==> config.mk <==
export PLATFORM = sky130hd
export DESIGN_NAME = moore_seq_gen
export DESIGN_NICKNAME = d
export VERILOG_FILES = /design/src/rtl/moore_seq_gen.sv
export SDC_FILE = /design/constraint.sdc
export NUM_CORES = 1
export LEC_CHECK = 0
export CAP_MARGIN = 20
export CORE_MARGIN = 8
export CORE_UTILIZATION = 29
export DETAILED_ROUTE_END_ITERATION = 10
export HOLD_SLACK_MARGIN = 0.1
export PLACE_DENSITY_LB_ADDON = 0.2
export RECOVER_POWER = 50
export SLEW_MARGIN = 20
export SYNTH_ARGS = -nofsm -noshare
export SYNTH_HDL_FRONTEND = slang
export SYNTH_SLANG_ARGS = --single-unit
==> constraint.sdc <==
create_clock -name clk -period 2.4 [get_ports clk]
set_input_delay 0.36 -clock clk [delete_from_list [all_inputs] [get_ports clk]]
set_output_delay 0.36 -clock clk [all_outputs]
set_load 0.05 [all_outputs]
==> src/rtl/moore_seq_gen.sv <==
// moore_seq_gen: serial pattern generator (Moore style).
// On an accepted start it captures a PAT_W-bit pattern, a repeat count and a
// gap length. It then shifts the pattern out MSB-first, one bit per clock, for
// repeat+1 frames. Consecutive frames are separated by gap zero bits.
// All outputs are registered and depend only on state.
//
// Ports:
//   clk         clock; all state updates on the rising edge
//   rst         asynchronous active-high reset
//   start       transfer request, sampled only in IDLE
//   pattern     bits to send, MSB first (captured on accepted start)
//   repeat_n    frames to send minus one (captured on accepted start);
//               named repeat_n because "repeat" is a reserved word
//   gap         zero bits between consecutive frames (captured on start)
//   x           serial data
//   busy        high in SEND, GAP and DONE
//   frame_done  high while the last bit of each frame is on x
//   done        one-cycle pulse after the last frame
module moore_seq_gen #(
    parameter int PAT_W = 4,
    parameter int CNT_W = 4,
    parameter int GAP_W = 3
) (
    input  logic             clk,
    input  logic             rst,
    input  logic             start,
    input  logic [PAT_W-1:0] pattern,
    input  logic [CNT_W-1:0] repeat_n,
    input  logic [GAP_W-1:0] gap,
    output logic             x,
    output logic             busy,
    output logic             frame_done,
    output logic             done
);

    localparam int BW = $clog2(PAT_W);
    localparam logic [BW-1:0] LAST   = BW'(PAT_W - 1);
    localparam logic [BW-1:0] PENULT = BW'(PAT_W - 2);

    typedef enum logic [1:0] {IDLE, SEND, GAP, DONE} state_t;

    state_t           state;
    logic [PAT_W-1:0] sh;       // bits still to be presented, MSB next
    logic [PAT_W-1:0] pat_c;    // captured pattern, reloaded per frame
    logic [GAP_W-1:0] gap_c;    // captured gap length
    logic [GAP_W-1:0] gapcnt;   // gap bits presented so far in this gap
    logic [CNT_W-1:0] frames;   // frames remaining after the current one
    logic [BW-1:0]    bitcnt;   // index of the bit currently on x

    always_ff @(posedge clk or posedge rst) begin
        if (rst) begin
            state      <= IDLE;
            x          <= 1'b0;
            busy       <= 1'b0;
            frame_done <= 1'b0;
            done       <= 1'b0;
            sh         <= '0;
            pat_c      <= '0;
            gap_c      <= '0;
            gapcnt     <= '0;
            frames     <= '0;
            bitcnt     <= '0;
        end else begin
            case (state)
                IDLE: begin
                    x          <= 1'b0;
                    busy       <= 1'b0;
                    frame_done <= 1'b0;
                    done       <= 1'b0;
                    if (start) begin
                        pat_c  <= pattern;
                        gap_c  <= gap;
                        frames <= repeat_n;
                        // MSB goes straight to x; sh holds the remainder
                        x      <= pattern[PAT_W-1];
                        sh     <= {pattern[PAT_W-2:0], 1'b0};
                        bitcnt <= '0;
                        busy   <= 1'b1;
                        state  <= SEND;
                    end
                end

                SEND: begin
                    if (bitcnt != LAST) begin
                        x          <= sh[PAT_W-1];
                        sh         <= {sh[PAT_W-2:0], 1'b0};
                        bitcnt     <= bitcnt + BW'(1);
                        // next presented bit is the frame's last
                        frame_done <= (bitcnt == PENULT);
                    end else begin
                        frame_done <= 1'b0;
                        if (frames != '0) begin
                            // count only frames still owed, so a full-scale
                            // repeat never wraps
                            frames <= frames - CNT_W'(1);
                            if (gap_c != '0) begin
                                x      <= 1'b0;
                                gapcnt <= GAP_W'(1);
                                state  <= GAP;
                            end else begin
                                // back-to-back frame, no idle bit
                                x      <= pat_c[PAT_W-1];
                                sh     <= {pat_c[PAT_W-2:0], 1'b0};
                                bitcnt <= '0;
                            end
                        end else begin
                            x     <= 1'b0;
                            done  <= 1'b1;
                            state <= DONE;
                        end
                    end
                end

                GAP: begin
                    if (gapcnt == gap_c) begin
                        x      <= pat_c[PAT_W-1];
                        sh     <= {pat_c[PAT_W-2:0], 1'b0};
                        bitcnt <= '0;
                        state  <= SEND;
                    end else begin
                        gapcnt <= gapcnt + GAP_W'(1);
                    end
                end

                DONE: begin
                    // start is ignored here, so a held start yields one
                    // idle cycle before the next transfer
                    done  <= 1'b0;
                    busy  <= 1'b0;
                    state <= IDLE;
                end

                default: state <= IDLE;
            endcase
        end
    end

endmodule

==> metrics.txt, run 1 <==
maximum clock rate 473 MHz; final antenna-violating net count 0; placer's final routability congestion estimate 0.786; final-layout setup total negative slack 0 ns; leftover overflow at the end of global routing 0; clock input transition at the sequential cells of the worst setup and hold paths 0.09 ns; total CTS buffers 3; number of endpoints with negative hold slack in the final report 0; unrepaired setup endpoints after global routing false; Die Y-Extent 88.6 um; proportion of synthesized chip area in sequential cells 40.9%; vias in the first global route 1,261; Tot GR Track Use 10.0%; # port buffers 17; vias after detailed routing 1,228; Static Leak 0.000793 uW; fraction of registers with async set/reset 100%; run status finished clean; effective utilization at floorplan 29.9%; maximum level of the CTS H-tree 1; required time of the critical path 2.57 ns; post-cts sizing count 0; Netlist Area Pre-Place 1530 um^2; Seq cells post-synth 25; Pwr Density 1420 nW/um^2; average wire per cell in the routed design 14.4 um; Total Die Area 7850 um^2; depth of the worst register-to-register path 6; antenna cell count 0; cell taking the most area after synthesis dfrtp_1; number of antenna violations at the first check in global routing 0; DRC violation count after routing 0; final setup fails 0; net count after synthesis 179; via density per instance 4.97; Tightest Pin Transition 1.42 ns; pin count of the biggest net entering global routing 26; crit path capture type register; Worst slew margin 5.63%; Final Slew Violations 0; Critical Path AT 2.28 ns; number of hold buffers added after cts 0; time the worst path needs with I/O delays and setup 2.11 ns; CP startpoint kind register; setup slack after layout 0.288 ns; post-CTS setup buffer count 0; Setup Crit Path Kind reg -> reg; first-pass GRT wire length 6.09 mm; maximum clock insertion buffer count 2; Yosys warnings 0; post-synthesis to final-layout area growth 21.4%; layout cells sized above 1 14.7%; largest fanout of any net on the critical path 6; number of unique standard cell types used by synthesis 43; Post-synth EDFFs 0; Final period util 88.0%; IR drop worst, VDD 0.517 mV; nets@finish 201; Core Area 5110 um^2; pre-CTS setup slack 0.286 ns; fraction of synthesized cell area taken by the top area cell type 40.9%; total I/O pin count 18; maximum capacitance violations 0; HPWL reported at the end of detailed placement 2.68 mm; Worst Skew 0.00372 ns; worst hold path class reg -> reg; Avg Synthesized Cell Area 9.80 um^2; Worst-Skew Late Latency 0.27 ns; cell types with the largest area share after synthesis dfrtp_1, mux2_2, ha_1; root buffer selected by CTS clkbuf_8; Sink Count 25; number of detailed-route iterations in the first pass 4; count of routing violations after the opening detailed-route iteration 65; Cell Rows 26; TritonCTS clock tree done; instance count of the mapped netlist 156; Most used DFF post-synth dfrtp_1; WHS Path Cells 2; total detailed-routing wirelength 3.55 mm; Die W 88.6 um
[worst max-delay path, cell delays in order (launching register included)]
cell       delay [ns]
dfrtp_1          0.42
inv_1            0.06
ha_1             0.24
or3b_2           0.28
nand2_1          0.13
a2111oi_4        0.48
mux2_2           0.39
[Yosys cell counts, types with 2 or more instances]
cell / n
a21o_1: 2
a21oi_1: 4
a221oi_1: 3
a22o_1: 2
a31oi_1: 2
and2_1: 2
buf_2: 2
clkbuf_1: 6
dfrtp_1: 25
ha_1: 9
inv_1: 11
mux2_2: 12
nand2_1: 9
nand2b_1: 2
nand4_1: 3
nor2_1: 13
nor2b_1: 6
nor3_1: 3
nor4_1: 3
o211ai_1: 2
o21ai_0: 9
o31a_1: 2
o31ai_1: 2
xor2_1: 3
[cells by family (layout without fill, tap and decap cells)]
group                      after synthesis  count (layout)  share of synthesized area (%)
DFF                                     25              25                           40.9
buffers and inverters                   19              40                           4.83
AOI/OAI and AO/OA                       38              38                           18.9
and+or+nand+nor                         50              50                           17.4
muxes                                   12              12                           8.84
xor gates and xnor gates                 3               3                           1.72
adders and majority gates                9               9                           7.37
[placed cells by master (no fill, tap or decap), types with 4 or more instances in the layout]
master and instances:
o21ai_0 9, clkdlybuf4s50_1 16, inv_1 11, ha_1 9, nor2b_1 6, dfrtp_1 25, nand2_1 9, mux2_2 12
nor2_1 13, a21oi_1 4, buf_4 7
[registers in the layout (all words and copies together) (netlist names)]
signal and cells:
frames 4, busy 1, gapcnt 3, sh 3, gap_c 3, frame_done 1, bitcnt 2, done 1
state 2, pat_c 4, x 1
[stage by stage]
stage          hold WS (ns)  cells  total power [uW]  area (um^2)  utilization, %
6_report              0.493    247              2630         1860            36.3
5_1_grt               0.532    247              2900         1860            36.3
4_1_cts               0.444    247              2660         1860            36.4
3_5_place_dp          0.481    243              2400         1810            35.5
3_3_place_gp          0.465    243              2360         1810            35.5
2_1_floorplan         0.387    156              1960         1530               -
[cell type report]
cell class / instances / area [um^2]
fill: 524 / 3250
multi-input combinational: 112 / 830
sequential: 25 / 626
timing repair buffer: 25 / 226
tap: 70 / 87.6
clock buffer: 4 / 45.0
inverter: 11 / 41.3
[final timing paths]
| kind | startpoint | end | slack (ns) |
|---|---|---|---|
| max | frames[0]$_DFFE_PP0P_ | bitcnt[0]$_DFFE_PP0P_ | 0.29 |
| min | pat_c[0]$_DFFE_PP0P_ | pat_c[0]$_DFFE_PP0P_ | 0.49 |
| max reg2reg | frames[0]$_DFFE_PP0P_ | bitcnt[0]$_DFFE_PP0P_ | 0.29 |
| min reg2reg | pat_c[0]$_DFFE_PP0P_ | pat_c[0]$_DFFE_PP0P_ | 0.49 |
| max in group asynchronous | rst | state[0]$_DFFE_PP0P_ | 0.59 |
| min in group asynchronous | rst | pat_c[0]$_DFFE_PP0P_ | 0.99 |
[per-layer routing]
layer	GRT usage (%)	wire length [um]	part of all wire, %	up-vias
li1	-	-	-	608
met1	12.4	1700	48	589
met2	16.6	1650	46	26
met3	2.41	155	4.4	5
met4	3.23	46	1.3	0
met5	0	0	0	-
[power breakdown]
part	leakage, uW	switching (uW)	internal [uW]
Clock	0.0000228	145	119
Sequential	0.000305	187	638
Combinational	0.000465	831	712
Power figures use the tool's default switching activity.
==> run 2: changes to the inputs <==
--- a/config.mk
+++ b/config.mk
@@ -6,8 +6,9 @@
 export NUM_CORES = 1
 export LEC_CHECK = 0
 export CAP_MARGIN = 20
-export CORE_MARGIN = 8
+export CORE_MARGIN = 2
 export CORE_UTILIZATION = 29
+export CTS_CLUSTER_SIZE = 8
 export DETAILED_ROUTE_END_ITERATION = 10
 export HOLD_SLACK_MARGIN = 0.1
 export PLACE_DENSITY_LB_ADDON = 0.2
==> metrics.txt, run 2 (synthesized netlist as in run 1, its figures left out) <==
Pwr Density 1420 nW/um^2 (+0.10%); Cell Int Power 1450 uW (-1.2%); Setup Crit Path Kind reg -> reg; Final Slew Violations 0 (unchanged); delay-heaviest family, CP simple AND/OR/NAND/NOR gates; worst hold margin 0.504 ns (+0.0109 ns); switching part of the total power 44.5% (+0.30 points); TritonCTS clock tree done; Critical Path AT 2.31 ns (+0.03 ns); critical-path cell with the highest stage delay ha_1; number of hold buffers added after cts 0 (unchanged); portion of total power attributed to the clock network 9.6% (-0.4 points); run status finished clean; total detailed-routing wirelength 3.51 mm (-1.2%); nets@finish 199 (-1.0%); antenna cell count 0 (unchanged); Tightest Pin Transition 1.43 ns (+0.0129 ns); average wire per cell in the routed design 14.3 um (-0.35%); Total Die Area 5870 um^2 (-25%); post-cts sizing count 0 (unchanged); time the worst path needs with I/O delays and setup 2.14 ns (+0.0269 ns); placer's final routability congestion estimate 0.854 (+8.5%); largest registers in the final layout frames: 4 flops, pat_c: 4 flops; DRC violation count after routing 0 (unchanged); number of endpoints with negative hold slack in the final report 0 (unchanged); Seq pwr share 31.8% (+0.4 points); vias after detailed routing 1,205 (-1.9%); post-CTS setup buffer count 0 (unchanged); maximum clock rate 467 MHz (-1.3%); power share of the combinational group 58.6% (about the same); Core Area 5110 um^2 (unchanged); switching pwr 1160 uW (about the same); clock input transition at the sequential cells of the worst setup and hold paths 0.09 ns (about the same); HPWL reported at the end of detailed placement 2.70 mm (+0.78%); final antenna-violating net count 0 (unchanged); Worst-Skew Late Latency 0.27 ns (about the same); worst hold path class reg -> reg; Worst Skew 0.00378 ns (+0.0000573 ns); largest stage delay on the critical path 0.48 ns (about the same); Worst slew margin 4.77% (-0.86 points); Static Leak 0.000784 uW (-1.1%); count of routing violations after the opening detailed-route iteration 65 (unchanged); Cell Rows 26 (unchanged); maximum level of the CTS H-tree 1 (unchanged); # port buffers 17 (unchanged); maximum capacitance violations 0 (unchanged); Cell Area, Placed 1800 um^2 (-0.83%); total I/O pin count 18 (unchanged); pin count of the biggest net entering global routing 26 (unchanged); final setup fails 0 (unchanged); final-layout setup total negative slack 0 ns (unchanged); CP Cell Sequence inv_1, ha_1, nor4b_1, nor2_1, and4_1, nor4_1; most frequent standard cell in the layout excluding fill and tap cells dfrtp_1; unrepaired setup endpoints after global routing false; layout cells sized above 1 13.7% (-0.97 points); Sink Count 25 (unchanged); CP startpoint kind register; leftover overflow at the end of global routing 0 (unchanged); Final period util 89.1% (+1.1 points); largest fanout of any net on the critical path 17 (+11); via density per instance 4.92 (-1.1%); critical path buffer and inverter count 1 (unchanged); Die Y-Extent 76.6 um (-14%); post-synthesis to final-layout area growth 20.4%; most frequent cells in the layout dfrtp_1, clkdlybuf4s50_1, nor2_1; Tot GR Track Use 12.8% (+2.8 points); post-layout instance area 1840 um^2 (-0.81%); maximum clock insertion buffer count 2 (unchanged); vias in the first global route 1,232 (-2.3%); required time of the critical path 2.57 ns (about the same); effective utilization at floorplan 29.9% (unchanged); Die W 76.6 um (-14%); crit path capture type register; first-pass GRT wire length 6.06 mm (-0.56%); number of detailed-route iterations in the first pass 4 (unchanged); root buffer selected by CTS clkbuf_8; IR drop worst, VDD 0.661 mV (+28%); number of antenna violations at the first check in global routing 0 (unchanged); total CTS buffers 3 (unchanged); Final Core Density 36.0% (-0.29 points)
-- run 2: cell types whose count changed in the layout (fill, tap and decap cells not counted), sizes merged --
cell  previous run  this run
buf              7         5
-- run 2: final cells by class --
type                    instances  area, um^2
clock buffers                   4        45.0
fillers                       522        3270
inverters                      11        41.3
multi-input cells             112         830
flip-flops and latches         25         626
well taps                      70        87.6
repair buffers                 23         211
-- run 2: worst reg2reg max path, cell delays in order, from the launching register on --
cell and delay [ns]:
dfrtp_1 0.43, inv_1 0.10, ha_1 0.48, nor4b_1 0.41
nor2_1 0.13, and4_1 0.22, nor4_1 0.26
-- run 2: worst paths after layout --
kind	from	endpoint	slack, ns	depth (start not counted)
setup / recovery	state[1]$_DFFE_PP0P_	gapcnt[0]$_DFFE_PP0P_	0.26	6
hold / removal	pat_c[0]$_DFFE_PP0P_	pat_c[0]$_DFFE_PP0P_	0.50	2
hold reg to reg	pat_c[0]$_DFFE_PP0P_	pat_c[0]$_DFFE_PP0P_	0.50	2
setup reg to reg	state[1]$_DFFE_PP0P_	gapcnt[0]$_DFFE_PP0P_	0.26	6
max in group asynchronous	rst	frames[2]$_DFFE_PP0P_	0.56	3
min in group asynchronous	rst	pat_c[0]$_DFFE_PP0P_	1.00	3
-- run 2: power by group through the flow --
stage | Combinational, uW | Sequential, uW | Clock [uW]
CTS | 1550 | 831 | 266
detailed placement | 1540 | 838 | 0
global route | 1720 | 860 | 282
floorplan | 1080 | 887 | 0
finish | 1530 | 831 | 251
global placement | 1500 | 832 | 0
-- run 2: per-stage QoR --
step | total power, uW | std cells | worst slack [ns]
2_1_floorplan | 1960 | 156 | 0.433
3_3_place_gp | 2340 | 241 | 0.329
3_5_place_dp | 2380 | 241 | 0.276
4_1_cts | 2640 | 245 | 0.258
5_1_grt | 2870 | 245 | 0.0280
6_report | 2610 | 245 | 0.261
-- run 2: layer usage --
metal  up-vias  GRT usage (%)  wire [um]
met3         2           2.13        104
met4         0           4.18         18
met5         -              0          0
met1       582           17.2       1630
met2        19           20.9       1760
li1        602              -          -
==> run 3: changes to the inputs <==
--- a/config.mk
+++ b/config.mk
@@ -13,6 +13,7 @@
 export HOLD_SLACK_MARGIN = 0.1
 export PLACE_DENSITY_LB_ADDON = 0.2
 export RECOVER_POWER = 50
+export SKIP_CTS_REPAIR_TIMING = 1
 export SLEW_MARGIN = 20
 export SYNTH_ARGS = -nofsm -noshare
 export SYNTH_HDL_FRONTEND = slang
==> constraint.sdc (replaced) <==
create_clock -name clk -period 2.4 [get_ports clk]
set_input_delay 0.36 -clock clk [delete_from_list [all_inputs] [get_ports clk]]
set_output_delay 0.36 -clock clk [all_outputs]
set_load 0.005 [all_outputs]
==> metrics.txt, run 3 (synthesized netlist as in run 1, its figures left out) <==
Die Y-Extent 76.6 um (unchanged); CP Cell Sequence inv_1, ha_1, nor4b_1, nor2_1, and4_1, nor4_1; maximum clock rate 467 MHz (about the same); area used by multi-input combinational logic 830 um^2 (unchanged); maximum level of the CTS H-tree 1 (unchanged); sequential cell area in the final layout 626 um^2 (unchanged); FF-to-FF Start state[1]$_DFFE_PP0P_; Hold Path Origin pat_c[0]$_DFFE_PP0P_; WHS Endpoint pat_c[0]$_DFFE_PP0P_; DRC violation count after routing 0 (unchanged); number of antenna violations at the first check in global routing 0 (unchanged); run status finished clean; nets@finish 199 (unchanged); Worst slew margin 4.76% (-0.0078 points); placer's final routability congestion estimate 0.854 (unchanged); largest fanout of any net on the critical path 17 (unchanged); pre-CTS setup slack 0.276 ns (unchanged); Pwr Density 1360 nW/um^2 (-4.0%); total detailed-routing wirelength 3.51 mm (about the same); effective utilization at floorplan 29.9% (unchanged); average wire per cell in the routed design 14.3 um (about the same); most frequent cells in the layout dfrtp_1, clkdlybuf4s50_1, nor2_1; Core Area 5110 um^2 (unchanged); Sink Count 25 (unchanged); leftover overflow at the end of global routing 0 (unchanged); time the worst path needs with I/O delays and setup 2.14 ns (-0.0000460 ns); TritonCTS clock tree done; vias after detailed routing 1,205 (unchanged); Tot GR Track Use 12.8% (unchanged); crit path capture type register; number of detailed-route iterations in the first pass 4 (unchanged); unrepaired setup endpoints after global routing false; Cell Rows 26 (unchanged); Tightest Pin Transition 1.43 ns (+0.000116 ns); count of routing violations after the opening detailed-route iteration 65 (unchanged); # port buffers 17 (unchanged); vias in the first global route 1,232 (unchanged); worst flop-to-flop path endpoint gapcnt[0]$_DFFE_PP0P_; IR drop worst, VDD 0.553 mV (-16%); root buffer selected by CTS clkbuf_8; post-synthesis to final-layout area growth 20.4% (unchanged); WHS Path Cells 2 (unchanged); Total Die Area 5870 um^2 (unchanged); largest registers in the final layout frames: 4 flops, pat_c: 4 flops; depth of the worst register-to-register path 6 (unchanged); maximum capacitance violations 0 (unchanged); total CTS buffers 3 (unchanged); Worst-Skew Late Latency 0.27 ns (about the same); worst hold path class reg -> reg; largest stage delay on the critical path 0.48 ns (about the same); layout cells sized above 1 13.7% (unchanged); final setup fails 0 (unchanged); final antenna-violating net count 0 (unchanged); HPWL reported at the end of detailed placement 2.70 mm (unchanged); setup slack of the most critical reg-to-reg path 0.26 ns (about the same); critical-path cell with the highest stage delay ha_1; via density per instance 4.92 (unchanged); Final period util 89.1% (about the same); final-layout setup total negative slack 0 ns (unchanged); Static Leak 0.000785 uW (+0.15%); Critical Path AT 2.31 ns (about the same); number of fill cells in the layout 522 (unchanged); CP startpoint kind register; Die W 76.6 um (unchanged); setup slack after layout 0.261 ns (+0.0000460 ns); maximum clock insertion buffer count 2 (unchanged); Worst Skew 0.00375 ns (-0.0000314 ns); total I/O pin count 18 (unchanged); number of endpoints with negative hold slack in the final report 0 (unchanged); pin count of the biggest net entering global routing 26 (unchanged); Final Slew Violations 0 (unchanged); clock input transition at the sequential cells of the worst setup and hold paths 0.09 ns (about the same); most frequent standard cell in the layout excluding fill and tap cells dfrtp_1; first-pass GRT wire length 6.06 mm (unchanged); required time of the critical path 2.57 ns (about the same); Setup Crit Path Kind reg -> reg; antenna cell count 0 (unchanged)
-- run 3: final cells by class --
| cell class | count | share of cell area [%] |
|---|---|---|
| inverters | 11 | 2.24 |
| well taps | 70 | 4.76 |
| repair buffers | 23 | 11.5 |
| flip-flops and latches | 25 | 34.0 |
| clock buffers | 4 | 2.45 |
| multi-input cells | 112 | 45.1 |
-- run 3: how the worst max path moves through the flow --
stage,from,end,slack [ns],cells past startpoint
after floorplan,frames[0]$_DFFE_PP0P_,bitcnt[0]$_DFFE_PP0P_,0.43,7
after global placement,state[1]$_DFFE_PP0P_,sh[2]$_DFFE_PP0P_,0.33,5
after detailed placement,state[1]$_DFFE_PP0P_,bitcnt[0]$_DFFE_PP0P_,0.28,5
after CTS,state[1]$_DFFE_PP0P_,bitcnt[0]$_DFFE_PP0P_,0.26,5
after global routing,state[1]$_DFFE_PP0P_,gapcnt[0]$_DFFE_PP0P_,0.03,6
final,state[1]$_DFFE_PP0P_,gapcnt[0]$_DFFE_PP0P_,0.26,6
-- run 3: critical path: cells and delay by family, from the launching register on --
| kind | cells | cell delay, ns |
|---|---|---|
| flops | 1 | 0.43 |
| simple gates | 4 | 1.02 |
| buf+inv | 1 | 0.10 |
| fa+ha+maj | 1 | 0.48 |
-- run 3: power by group --
group	switching, uW	internal (uW)	total, uW
registers	193	638	831
clock network	133	119	251
logic	736	691	1430
-- run 3: stage by stage --
stage	std cells	power, uW	hold WS (ns)	cell area (um^2)	utilization, %
floorplan	156	1860	0.387	1530	-
global placement	241	2230	0.469	1800	35.2
detailed placement	241	2280	0.484	1800	35.2
CTS	245	2540	0.446	1840	36.1
global route	245	2760	0.528	1840	36.0
finish	245	2510	0.504	1840	36.0
-- run 3: metal layers --
layer / wire length (um) / up-vias / part of all wire [%] / GRT usage [%]
li1: - / 602 / - / -
met1: 1630 / 582 / 46 / 17.2
met2: 1760 / 19 / 50 / 20.9
met3: 104 / 2 / 3.0 / 2.13
met4: 18 / 0 / 0.51 / 4.18
met5: 0 / - / 0 / 0
